$ cat config.mk
export PLATFORM = sky130hd
export DESIGN_NAME = seq_bit_serializer_flat
export DESIGN_NICKNAME = d
export VERILOG_FILES = /design/src/rtl/seq_bit_serializer_if.sv /design/src/rtl/seq_bit_serializer.sv /design/src/flat_wrapper.sv
export SDC_FILE = /design/constraint.sdc
export NUM_CORES = 1
export LEC_CHECK = 0
export ABC_AREA = 0
export BUFFER_PORTS_ARGS = -buffer_cell sky130_fd_sc_hd__buf_2
export CORE_MARGIN = 5
export CORE_UTILIZATION = 43
export CTS_CLUSTER_SIZE = 14
export DETAILED_ROUTE_END_ITERATION = 8
export MAX_ROUTING_LAYER = met4
export PLACE_DENSITY_LB_ADDON = 0.3
export SLEW_MARGIN = 0
export SYNTH_ARGS = -nofsm -noshare
export SYNTH_HDL_FRONTEND = slang
export SYNTH_SLANG_ARGS = --single-unit
$ cat constraint.sdc
create_clock -name clk -period 3.51 [get_ports clk]
set_input_delay 0.702 -clock clk [delete_from_list [all_inputs] [get_ports clk]]
set_output_delay 0.702 -clock clk [all_outputs]
set_load 0.05 [all_outputs]
$ cat src/rtl/seq_bit_serializer_if.sv
// Handshake and serial-output bundle for seq_bit_serializer.
// master: the word producer (drives din/din_valid, observes the rest).
// slave : the serializer itself.
interface seq_bit_serializer_if #(
  parameter int WIDTH = 8
);
  logic [WIDTH-1:0] din;
  logic             din_valid;
  logic             din_ready;
  logic             in;
  logic             in_valid;
  logic             busy;

  modport master (
    output din, din_valid,
    input  din_ready, in, in_valid, busy
  );

  modport slave (
    input  din, din_valid,
    output din_ready, in, in_valid, busy
  );
endinterface

$ cat src/rtl/seq_bit_serializer.sv
// seq_bit_serializer: parallel word to one-bit-per-clock serial stream.
// Optional feature macro: SEQ_SER_PARITY_EN -- when defined, each frame is
// followed by one even-parity bit (XOR of the word); frame length WIDTH+1.
//
// state  | meaning
// IDLE   | no frame in flight, ready for a word once the ready enable is set
// SHIFT  | payload bits on `in`, one per clock, cnt = index of current bit
// PARITY | parity bit on `in` (only with SEQ_SER_PARITY_EN)
module seq_bit_serializer #(
  parameter int WIDTH     = 8,
  parameter bit MSB_FIRST = 1'b1
) (
  input logic           clk,
  input logic           rst_n,
  seq_bit_serializer_if.slave bus
);

  localparam int            CW     = $clog2(WIDTH);
  localparam logic [CW-1:0] LAST   = CW'(WIDTH - 1);
  localparam logic [CW-1:0] PENULT = CW'(WIDTH - 2);

`ifdef SEQ_SER_PARITY_EN
  typedef enum logic [1:0] {IDLE, SHIFT, PARITY} state_t;
`else
  typedef enum logic [1:0] {IDLE, SHIFT} state_t;
`endif

  state_t           state;
  logic [CW-1:0]    cnt;
  logic [WIDTH-1:0] sreg;
  logic             in_q;
  logic             in_valid_q;
  logic             busy_q;
  logic             ready_q;
  logic             rdy_en;
`ifdef SEQ_SER_PARITY_EN
  logic             parity_q;
`endif

  logic             accept;
  logic             first_bit;
  logic             next_bit;
  logic             frame_end;
  logic [WIDTH-1:0] sreg_shifted;

  assign bus.din_ready = ready_q & rdy_en;
  assign bus.in        = in_q;
  assign bus.in_valid  = in_valid_q;
  assign bus.busy      = busy_q;

  assign accept       = bus.din_valid & bus.din_ready;
  assign first_bit    = MSB_FIRST ? bus.din[WIDTH-1] : bus.din[0];
  assign next_bit     = MSB_FIRST ? sreg[WIDTH-2] : sreg[1];
  assign sreg_shifted = MSB_FIRST ? {sreg[WIDTH-2:0], 1'b0} : {1'b0, sreg[WIDTH-1:1]};

`ifdef SEQ_SER_PARITY_EN
  assign frame_end = (state == PARITY);
`else
  assign frame_end = (state == SHIFT) && (cnt == LAST);
`endif

  // Keeps din_ready low through the first edge after reset release.
  always_ff @(posedge clk or negedge rst_n) begin
    if (!rst_n) rdy_en <= 1'b0;
    else        rdy_en <= 1'b1;
  end

  // Frame sequencer; every output is a flop so nothing on in/in_valid
  // depends combinationally on din or din_valid.
  always_ff @(posedge clk or negedge rst_n) begin
    if (!rst_n) begin
      state      <= IDLE;
      cnt        <= '0;
      sreg       <= '0;
      in_q       <= 1'b0;
      in_valid_q <= 1'b0;
      busy_q     <= 1'b0;
      ready_q    <= 1'b0;
`ifdef SEQ_SER_PARITY_EN
      parity_q   <= 1'b0;
`endif
    end else if (state == IDLE || frame_end) begin
      if (accept) begin
        // Load the word and present its first bit next cycle; a word taken
        // in the last bit cycle continues the stream without a gap.
        state      <= SHIFT;
        cnt        <= '0;
        sreg       <= bus.din;
        in_q       <= first_bit;
        in_valid_q <= 1'b1;
        busy_q     <= 1'b1;
        ready_q    <= 1'b0;
`ifdef SEQ_SER_PARITY_EN
        parity_q   <= ^bus.din;
`endif
      end else begin
        state      <= IDLE;
        cnt        <= '0;
        in_q       <= 1'b0;
        in_valid_q <= 1'b0;
        busy_q     <= 1'b0;
        ready_q    <= 1'b1;
      end
    end else if (state == SHIFT && cnt != LAST) begin
      cnt        <= cnt + 1'b1;
      sreg       <= sreg_shifted;
      in_q       <= next_bit;
`ifdef SEQ_SER_PARITY_EN
      ready_q    <= 1'b0;
`else
      // Raise ready one cycle early so it is high during the last bit.
      ready_q    <= (cnt == PENULT);
`endif
    end else begin
`ifdef SEQ_SER_PARITY_EN
      state      <= PARITY;
      cnt        <= '0;
      in_q       <= parity_q;
      ready_q    <= 1'b1;
`else
      state      <= IDLE;
      cnt        <= '0;
      in_q       <= 1'b0;
      in_valid_q <= 1'b0;
      busy_q     <= 1'b0;
      ready_q    <= 1'b1;
`endif
    end
  end

endmodule

$ cat src/flat_wrapper.sv
// flat-port wrapper written by rule: the top's interface ports become plain ports
module seq_bit_serializer_flat 
#(
  parameter int WIDTH     = 8,
  parameter bit MSB_FIRST = 1'b1
)
  (clk, rst_n, bus_din, bus_din_valid, bus_din_ready, bus_in, bus_in_valid, bus_busy);
  seq_bit_serializer_if #(.WIDTH(WIDTH)) bus_i ();
  input logic clk;
  input logic rst_n;
  input wire logic [$bits(bus_i.din)-1:0] bus_din;
  input wire logic [$bits(bus_i.din_valid)-1:0] bus_din_valid;
  output wire logic [$bits(bus_i.din_ready)-1:0] bus_din_ready;
  output wire logic [$bits(bus_i.in)-1:0] bus_in;
  output wire logic [$bits(bus_i.in_valid)-1:0] bus_in_valid;
  output wire logic [$bits(bus_i.busy)-1:0] bus_busy;
  assign bus_i.din = bus_din;
  assign bus_i.din_valid = bus_din_valid;
  assign bus_din_ready = bus_i.din_ready;
  assign bus_in = bus_i.in;
  assign bus_in_valid = bus_i.in_valid;
  assign bus_busy = bus_i.busy;
  seq_bit_serializer #(.WIDTH(WIDTH), .MSB_FIRST(MSB_FIRST)) u_core (.clk(clk), .rst_n(rst_n), .bus(bus_i));
endmodule
==> key figures, run 1 <==
Outcome
  – Outcome: completed

Clock tree
  – Clk buf depth: 2
  – Clk_lat worst skew: 0.27 ns
  – PostCTS Resize Cnt: 0
  – Post-CTS Setup Inserts: 0
  – Clk pin slew, worst setup/hold paths: 0.08 ns
  – CTS Buf Count: 3
  – TritonCTS clock tree: yes
  – Post-CTS Hold Fix Bufs: 0
  – Root buffer cell: clkbuf_4
  – CTS sink cnt: 14
  – H-tree depth: 1

Timing
  – Post-layout minimum cycle time: 1.92 ns
  – Max-Slew Margin vs Limit: 0.593
  – Tightest Pin Transition: 0.609 ns
  – Hold Slack: 0.305 ns
  – Maximum clock frequency: 0.520 GHz
  – Final period util: 0.548
  – Clock skew: 0.00615 ns
  – Final slew viol count: 0
  – RSZ-0062 raised after global routing: no
  – Total Neg Setup Slack: 0 ns
  – Final setup margin: 1.59 ns
  – Setup violators final: 0
  – Hold Fails Final Rpt: 0

Synth
  – Post-synth top area cell: dfrtp_1
  – Sequential-to-total area share from yosys stat: 0.575
  – Main synth FF type: dfrtp_1
  – Synth top area share: 0.575
  – Synth area leaders: dfrtp_1 57%, a221o_1 9.9%, and2_1 7.2%, ha_1 6.2%, a22o_1 2.9%
  – Yosys warns: 0
  – Synth unique cells: 17
  – Average size of a mapped cell: 13.2 um^2
  – Synth cell count leaders: 14 x dfrtp_1, 7 x and2_1, 6 x a221o_1
  – Synthesized instance count: 46
  – Register bit total from synthesis: 14
  – Post-synth EDFFs: 0
  – FFs w/ async S/R, synth: 1.00
  – Dominant cell by count in the synthesized netlist: dfrtp_1
  – Mapped cell area: 609 um^2
  – Mapped Nets: 60

Global route
  – Largest net degree at the start of global routing: 15
  – Initial antenna violation count: 0
  – Met3 Use GR: 0.0451
  – Vias in the first global route: 385
  – Grt met1 use: 0.173
  – GRT Max-Usage Layer: met1
  – Overall Global Routing Usage: 0.120
  – Grt total ovfl: 0
  – M2 GR Usage: 0.163
  – First-pass GRT wire length: 1760 um

Detailed routing
  – ANT nets after route: 0
  – WL final: 1030 um
  – Routed length per instance: 13.5 um
  – Vias per inst: 5.00
  – Residual DRC: 0
  – Pre-antenna DRT Iters: 4
  – Routed via count: 380
  – First DRT Iteration DRCs: 12

Critical path
  – Req. time, crit path: 3.66 ns
  – Setup crit end kind: flip-flop
  – Worst Path Max Fanout: 10
  – Crit path launch type: flip-flop
  – Reg2reg end: u_core.sreg[4]$_DFFE_PN0P_
  – Reg-to-reg startpoint: u_core.cnt[0]$_DFF_PN0_
  – R2R cell count: 5
  – CP Class: reg2reg
  – Reg2Reg Setup Slack: 1.59 ns
  – Arrival @ worst endpoint: 2.08 ns

Cells and area
  – Proportion of layout cells with a drive suffix above 1: 0.344
  – Nets: 76
  – # diodes: 0
  – Layout area overhead: 16.6%
  – Final core area utilization: 0.539
  – Filler instances: 104

Floorplanning
  – Die area: 2270 um^2
  – IO Count: 15
  – Die width: 47.6 um
  – Core area: 1320 um^2
  – Starting Density: 0.462
  – Cell Rows: 13
  – Die Ht: 47.6 um

Placed design
  – GPL Wtd Cong: 0.743
  – Final HPWL DP: 790 um
  – Pre-CTS setup slack: 1.55 ns
  – I/O Buffers: 14

Hold path
  – Worst hold path class: in2async

Job
  – Number of max-cap violations: 0

Power and ir drop
  – Leakage power figure: 0.370 nW
  – Pwr dens: 825 nW/um^2
  – Max VDD drop: 0.442 mV
==> metrics by stage <==
stage	cell area, um^2	instances	power [mW]
after floorplan	609	46	0.433
after global placement	674	72	0.472
after detailed placement	674	72	0.481
after CTS	711	76	0.593
after global routing	711	76	0.631
final	711	76	0.586
==> worst max-delay path by stage <==
stage | from | end | slack [ns]
2_1_floorplan | u_core.state[0]$_DFFE_PN0P_ | bus_in_valid | 1.89
6_report | u_core.cnt[0]$_DFF_PN0_ | u_core.sreg[4]$_DFFE_PN0P_ | 1.59
3_3_place_gp | u_core.cnt[0]$_DFF_PN0_ | u_core.sreg[3]$_DFFE_PN0P_ | 1.66
5_1_grt | u_core.cnt[0]$_DFF_PN0_ | u_core.sreg[3]$_DFFE_PN0P_ | 1.44
3_5_place_dp | u_core.cnt[0]$_DFF_PN0_ | u_core.sreg[4]$_DFFE_PN0P_ | 1.55
4_1_cts | u_core.cnt[0]$_DFF_PN0_ | u_core.sreg[4]$_DFFE_PN0P_ | 1.55
==> cell type report <==
cell class	instances	area, um^2	share of cell area
well taps	15	18.8	0.0264
repair buffers	14	70.1	0.0986
multi-input cells	27	228	0.320
inverters	2	7.51	0.0106
clock buffers	4	36.3	0.0511
flip-flops and latches	14	350	0.493
==> power breakdown <==
group          leakage (nW)  internal, mW  switching, mW  total (mW)
clock network        0.0210        0.0630         0.0490       0.112
logic                 0.166        0.0799          0.151       0.231
registers             0.182         0.215         0.0283       0.243
==> cell usage in the layout (no fill, tap or decap), drive strengths merged <==
cell / netlist / routed
a221o: 6 / 6
conb: 1 / 1
buf: 3 / 14
a21oi: 1 / 1
nor2b: 1 / 1
nand2b: 1 / 1
dfrtp: 14 / 14
inv: 2 / 2
ha: 3 / 3
a31o: 1 / 1
a22o: 2 / 2
and3: 1 / 1
clkbuf: 0 / 4
and2: 8 / 8
nor2: 2 / 2
==> critical path, stage by stage (launching register included) <==
cell,delay (ns)
dfrtp_1,0.40
ha_1,0.21
ha_1,0.19
nor2b_1,0.49
a21oi_4,0.13
a221o_1,0.39
==> layer usage <==
layer,vias to the layer above,wire [um]
li1,190,-
met5,-,0
met2,14,442
met3,0,79
met1,176,507
met4,0,0
==> state kept, by name (all words and copies together) (netlist names) <==
name and cells:
u_core.bus.in 1, u_core.cnt 3, u_core.rdy_en 1, u_core.ready_q 1, u_core.sreg 7, u_core.state 1
==> cell families after synthesis <==
family          share of synthesized area
flops                               0.575
buf+inv                            0.0513
other cells                       0.00615
compound gates                      0.168
fa+ha+maj                          0.0616
simple gates                        0.138
Note: power is estimated with default switching activity, not from simulation.
==> run 2: changes to the inputs <==
clock period = 1.8 ns   (was 3.51 ns; I/O delays follow)
==> key figures, run 2 (synthesis gave the netlist of run 1 again) <==
Outcome
  – Outcome: completed

Timing
  – Maximum clock frequency: 0.623 GHz
  – Setup violators final: 0
  – Final slew viol count: 0
  – Final period util: 0.892
  – RSZ-0062 raised after global routing: no
  – Post-layout minimum cycle time: 1.61 ns
  – Clock skew: 0.00292 ns
  – Hold Fails Final Rpt: 0
  – Total Neg Setup Slack: 0 ns

Power and ir drop
  – Max VDD drop: 0.710 mV
  – Pwr dens: 1580 nW/um^2
  – Leakage power figure: 0.378 nW

Critical path
  – Crit path max-delay family: compound AO/OA/AOI/OAI gates
  – R2R cell count: 5
  – Worst Path Max Fanout: 9
  – Cell chain of the critical path: ha_1, ha_1, nor2b_1, a21oi_4, a221o_1
  – WP buf/inv: 0
  – Slowest cell on crit path: dfrtp_1
  – Reg2Reg Setup Slack: 0.19 ns
  – Reg2reg end: u_core.sreg[6]$_DFFE_PN0P_
  – Setup crit end kind: flip-flop
  – CP Class: reg2reg
  – Worst path max stage delay: 0.40 ns
  – Reg-to-reg startpoint: u_core.cnt[0]$_DFF_PN0_
  – Req. time, crit path: 1.96 ns
  – CP dominant cell by count: ha_1
  – Crit path launch type: flip-flop
  – Arrival @ worst endpoint: 1.77 ns

Global route
  – Largest net degree at the start of global routing: 15
  – First-pass GRT wire length: 1560 um
  – Grt total ovfl: 0
  – Overall Global Routing Usage: 0.107
  – Initial antenna violation count: 0
  – Vias in the first global route: 365

Clock tree
  – CTS sink cnt: 14
  – Root buffer cell: clkbuf_4
  – Clk pin slew, worst setup/hold paths: 0.08 ns
  – H-tree depth: 1
  – Post-CTS Setup Inserts: 0
  – TritonCTS clock tree: yes
  – CTS Buf Count: 3
  – Clk buf depth: 2
  – Clk_lat worst skew: 0.27 ns

Cells and area
  – Top reg by flops: u_core.sreg
  – Biggest regs: u_core.sreg (7), u_core.cnt (3)
  – Final Non-Filler Cells: 78
  – # diodes: 0
  – Filler instances: 118
  – Flip-flop count of the largest register after layout: 7
  – Layout area overhead: 19.5%
  – Proportion of layout cells with a drive suffix above 1: 0.349
  – Post-route cell area: 728 um^2
  – Nets: 78
  – Multi-input logic area: 228 um^2
  – Register area: 350 um^2
  – Most frequent cells in the layout: 14 x buf_2, 14 x dfrtp_1, 7 x and2_1

Detailed routing
  – Residual DRC: 0
  – Routed via count: 386
  – ANT nets after route: 0
  – Pre-antenna DRT Iters: 4
  – First DRT Iteration DRCs: 16
  – Vias per inst: 4.95
  – WL final: 989 um
  – Routed length per instance: 12.7 um

Floorplanning
  – Die Ht: 47.6 um
  – IO Count: 15
  – Starting Density: 0.462
  – Cell Rows: 13
  – Core area: 1320 um^2
  – Die width: 47.6 um
  – Die area: 2270 um^2

Hold path
  – Worst Hold Path EP: u_core.bus.in$_DFF_PN0_
  – Min-delay src: bus_din[7]
  – Worst hold path class: in2reg
  – Hold path depth: 2

Placed design
  – GPL Wtd Cong: 0.733
  – I/O Buffers: 14
  – Post-Place Cells: 73
  – Placed Area: 682 um^2

Job
  – Number of max-cap violations: 0
run 2: cell types whose count changed in the layout (fill, tap and decap cells not counted):
cell           change
dlygate4sd3_1      +1
buf_4              +1
run 2: final cells by class:
cell class / instances / area share
inverter: 2 / 0.0103
timing repair buffer: 16 / 0.120
multi-input combinational: 27 / 0.313
sequential: 14 / 0.481
clock buffer: 4 / 0.0498
tap: 15 / 0.0258
run 2: routing by layer:
metal  GRT usage  part of all wire  vias to the layer above
met4      0.0645                 0                        0
met2       0.126              0.44                       12
met3      0.0489             0.086                        0
met1       0.146              0.48                      177
li1            -                 -                      197
met5           -                 0                        -
run 2: per-stage QoR:
stage | power (mW) | worst slack, ns | hold WS (ns) | utilization
final | 1.15 | 0.194 | 0.307 | 0.553
after global routing | 1.24 | 0.126 | 0.298 | 0.553
after CTS | 1.17 | 0.194 | 0.288 | 0.553
after detailed placement | 0.944 | 0.202 | 0.268 | 0.518
after global placement | 0.945 | 0.233 | 0.270 | 0.518
after floorplan | 0.845 | 0.190 | 0.0644 | -
run 2: power by group:
part / switching [mW] / total (mW) / internal (mW)
combinational: 0.293 / 0.463 / 0.170
sequential: 0.0541 / 0.473 / 0.419
clock: 0.0933 / 0.216 / 0.123
total: 0.440 / 1.15 / 0.712
run 2: worst max-delay path by stage:
| stage | slack [ns] | endpoint | start | cells past startpoint |
|---|---|---|---|---|
| after floorplan | 0.19 | u_core.sreg[1]$_DFFE_PN0P_ | u_core.cnt[0]$_DFF_PN0_ | 6 |
| after global placement | 0.23 | u_core.sreg[3]$_DFFE_PN0P_ | u_core.cnt[0]$_DFF_PN0_ | 5 |
| after detailed placement | 0.20 | u_core.sreg[1]$_DFFE_PN0P_ | u_core.cnt[0]$_DFF_PN0_ | 5 |
| after CTS | 0.19 | u_core.sreg[6]$_DFFE_PN0P_ | u_core.cnt[0]$_DFF_PN0_ | 5 |
| after global routing | 0.13 | u_core.sreg[6]$_DFFE_PN0P_ | u_core.cnt[0]$_DFF_PN0_ | 5 |
| final | 0.19 | u_core.sreg[6]$_DFFE_PN0P_ | u_core.cnt[0]$_DFF_PN0_ | 5 |
run 2: worst reg2reg max path, stage by stage, from the launching register on:
cell     delay (ns)
dfrtp_1        0.40
ha_1           0.21
ha_1           0.18
nor2b_1        0.24
a21oi_4        0.10
a221o_1        0.36
run 2: what timing repair did:
action | CTS | global route
hold buffers | 1 | 0
gates resized for setup | 0 | 0
endpoints found under the hold margin | 14 | 0
==> run 3: changes to the inputs <==
ABC_AREA = 1   (was 0)
==> key figures, run 3 <==
Synth
  – Synthesized instance count: 79
  – Post-synth top area cell: dfrtp_1
  – Yosys warns: 0
  – Average size of a mapped cell: 8.70 um^2
  – Synth cell count leaders: 31 x nand2_1, 14 x dfrtp_1, 14 x nand3_1
  – FFs w/ async S/R, synth: 1.00
  – Post-synth EDFFs: 0
  – Dominant cell by count in the synthesized netlist: nand2_1
  – Mapped cell area: 687 um^2
  – Mapped Nets: 93
  – Synth unique cells: 15
  – Register bit total from synthesis: 14
  – Main synth FF type: dfrtp_1
  – Synth area leaders: dfrtp_1 51%, nand2_1 17%, nand3_1 10%, ha_1 5.5%, nand3_4 2.6%
  – Sequential-to-total area share from yosys stat: 0.510
  – Synth top area share: 0.510

Timing
  – Total Neg Setup Slack: 0 ns
  – RSZ-0062 raised after global routing: no
  – Setup violators final: 0
  – Final slew viol count: 0
  – Clock skew: 0.00532 ns
  – Post-layout minimum cycle time: 1.54 ns
  – Hold Fails Final Rpt: 0
  – Final period util: 0.855
  – Maximum clock frequency: 0.650 GHz

Hold path
  – Worst hold path class: in2reg
  – Worst Hold Path EP: u_core.bus.in$_DFF_PN0_
  – Min-delay src: bus_din[7]
  – Hold path depth: 3

Floorplanning
  – Cell Rows: 14
  – Die area: 2500 um^2
  – Die width: 50.0 um
  – Die Ht: 50.0 um
  – IO Count: 15
  – Starting Density: 0.456
  – Core area: 1510 um^2

Global route
  – First-pass GRT wire length: 2160 um
  – Initial antenna violation count: 0
  – Largest net degree at the start of global routing: 18
  – Overall Global Routing Usage: 0.116
  – Grt total ovfl: 0
  – Vias in the first global route: 514

Detailed routing
  – First DRT Iteration DRCs: 1
  – Routed via count: 531
  – Vias per inst: 4.78
  – Routed length per instance: 11.2 um
  – WL final: 1250 um
  – ANT nets after route: 0
  – Residual DRC: 0
  – Pre-antenna DRT Iters: 3

Critical path
  – WP buf/inv: 1
  – Worst Path Max Fanout: 10
  – Reg2reg end: u_core.sreg[5]$_DFFE_PN0P_
  – Crit path max-delay family: flip-flops
  – CP Class: reg2out
  – Reg-to-reg startpoint: u_core.cnt[0]$_DFF_PN0_
  – Worst path max stage delay: 0.56 ns
  – Req. time, crit path: 1.44 ns
  – Arrival @ worst endpoint: 1.18 ns
  – Setup crit end kind: output port
  – R2R cell count: 7
  – Slowest cell on crit path: dfrtp_1
  – Crit path launch type: flip-flop
  – Reg2Reg Setup Slack: 0.31 ns
  – Cell chain of the critical path: buf_2

Power and ir drop
  – Internal: 726 uW
  – Pwr dens: 1630 nW/um^2
  – Leakage power figure: 0.454 nW
  – Combinational share of power: 0.414
  – Max VDD drop: 0.692 mV
  – Net Sw Power: 559 uW
  – Clock Power Share: 0.174
  – Flop pwr share: 0.412
  – Switch share: 0.435

Clock tree
  – TritonCTS clock tree: yes
  – CTS Buf Count: 3
  – PostCTS Resize Cnt: 0
  – Clk pin slew, worst setup/hold paths: 0.09 ns
  – Clk buf depth: 2
  – CTS sink cnt: 14
  – Post-CTS Hold Fix Bufs: 1
  – H-tree depth: 1
  – Clk_lat worst skew: 0.28 ns
  – Post-CTS Setup Inserts: 0
  – Root buffer cell: clkbuf_4

Cells and area
  – Flip-flop count of the largest register after layout: 7
  – Proportion of layout cells with a drive suffix above 1: 0.253
  – Nets: 110
  – Layout area overhead: 14.9%
  – Most frequent cells in the layout: 31 x nand2_1, 14 x nand3_1, 14 x buf_2, 14 x dfrtp_1, 4 x nor2_1
  – # diodes: 0
  – Biggest regs: u_core.sreg (7), u_core.cnt (3)
  – Commonest non-fill, non-tap cell in the layout: nand2_1
  – Top reg by flops: u_core.sreg
  – Post-route cell area: 790 um^2

Placed design
  – Placed Area: 743 um^2
  – GPL Wtd Cong: 0.839
  – I/O Buffers: 14
  – Final HPWL DP: 916 um

Job
  – Number of max-cap violations: 0

Outcome
  – Outcome: completed
-- run 3: changes by cell type after synthesis, moves of 2 or more --
cell and change:
inv_2 +2, a221o_1 -6, a22o_1 -2, nand2_1 +31, nand3_1 +14, and2_1 -7
nor2_1 +2
-- run 3: metrics by stage --
stage               power (mW)  std cells  hold WS [ns]  setup slack (ns)   util
finish                    1.28        111         0.268             0.262  0.524
global placement          1.06        106         0.271             0.391  0.493
CTS                       1.30        111         0.266             0.251  0.524
detailed placement        1.07        106         0.272             0.336  0.493
global route              1.40        111         0.277             0.183  0.524
floorplan                 1.00         79        0.0644             0.469      -
-- run 3: area by class of cell --
type / instances / area, um^2
clock buffers: 4 / 36.3
repair buffers: 15 / 80.1
fillers: 158 / 717
flip-flops and latches: 14 / 350
well taps: 16 / 20.0
multi-input cells: 57 / 284
inverters: 5 / 18.8
-- run 3: routing by layer --
metal,track usage,up-vias,wire [um]
met5,-,-,0
met4,0.0655,0,23
li1,-,282,-
met3,0.0331,4,62
met2,0.157,8,548
met1,0.152,237,612
-- run 3: cells by family (layout without fill, tap and decap cells) --
logic type	after synthesis	in the layout	share of synthesized area
flip-flops	14	14	0.510
AND/OR/NAND/NOR	53	53	0.353
adder cells (fa/ha/maj)	3	3	0.0547
other	1	1	0.00546
buffers and inverters	8	24	0.0765
-- run 3: worst max-delay path by stage --
stage	start	slack, ns	to	cells past startpoint
2_1_floorplan	u_core.cnt[0]$_DFF_PN0_	0.47	u_core.sreg[1]$_DFFE_PN0P_	7
3_3_place_gp	u_core.cnt[0]$_DFF_PN0_	0.39	u_core.sreg[4]$_DFFE_PN0P_	7
3_5_place_dp	u_core.cnt[0]$_DFF_PN0_	0.34	u_core.sreg[5]$_DFFE_PN0P_	7
4_1_cts	u_core.state[0]$_DFFE_PN0P_	0.25	bus_in_valid	1
5_1_grt	u_core.state[0]$_DFFE_PN0P_	0.18	bus_in_valid	1
6_report	u_core.state[0]$_DFFE_PN0P_	0.26	bus_in_valid	1
-- run 3: power by group through the flow --
stage	Sequential, mW	Combinational [mW]	Clock (mW)
after floorplan	0.573	0.431	0
after detailed placement	0.536	0.535	0
final	0.530	0.532	0.223
after global routing	0.547	0.605	0.247
after CTS	0.531	0.538	0.232
after global placement	0.535	0.526	0
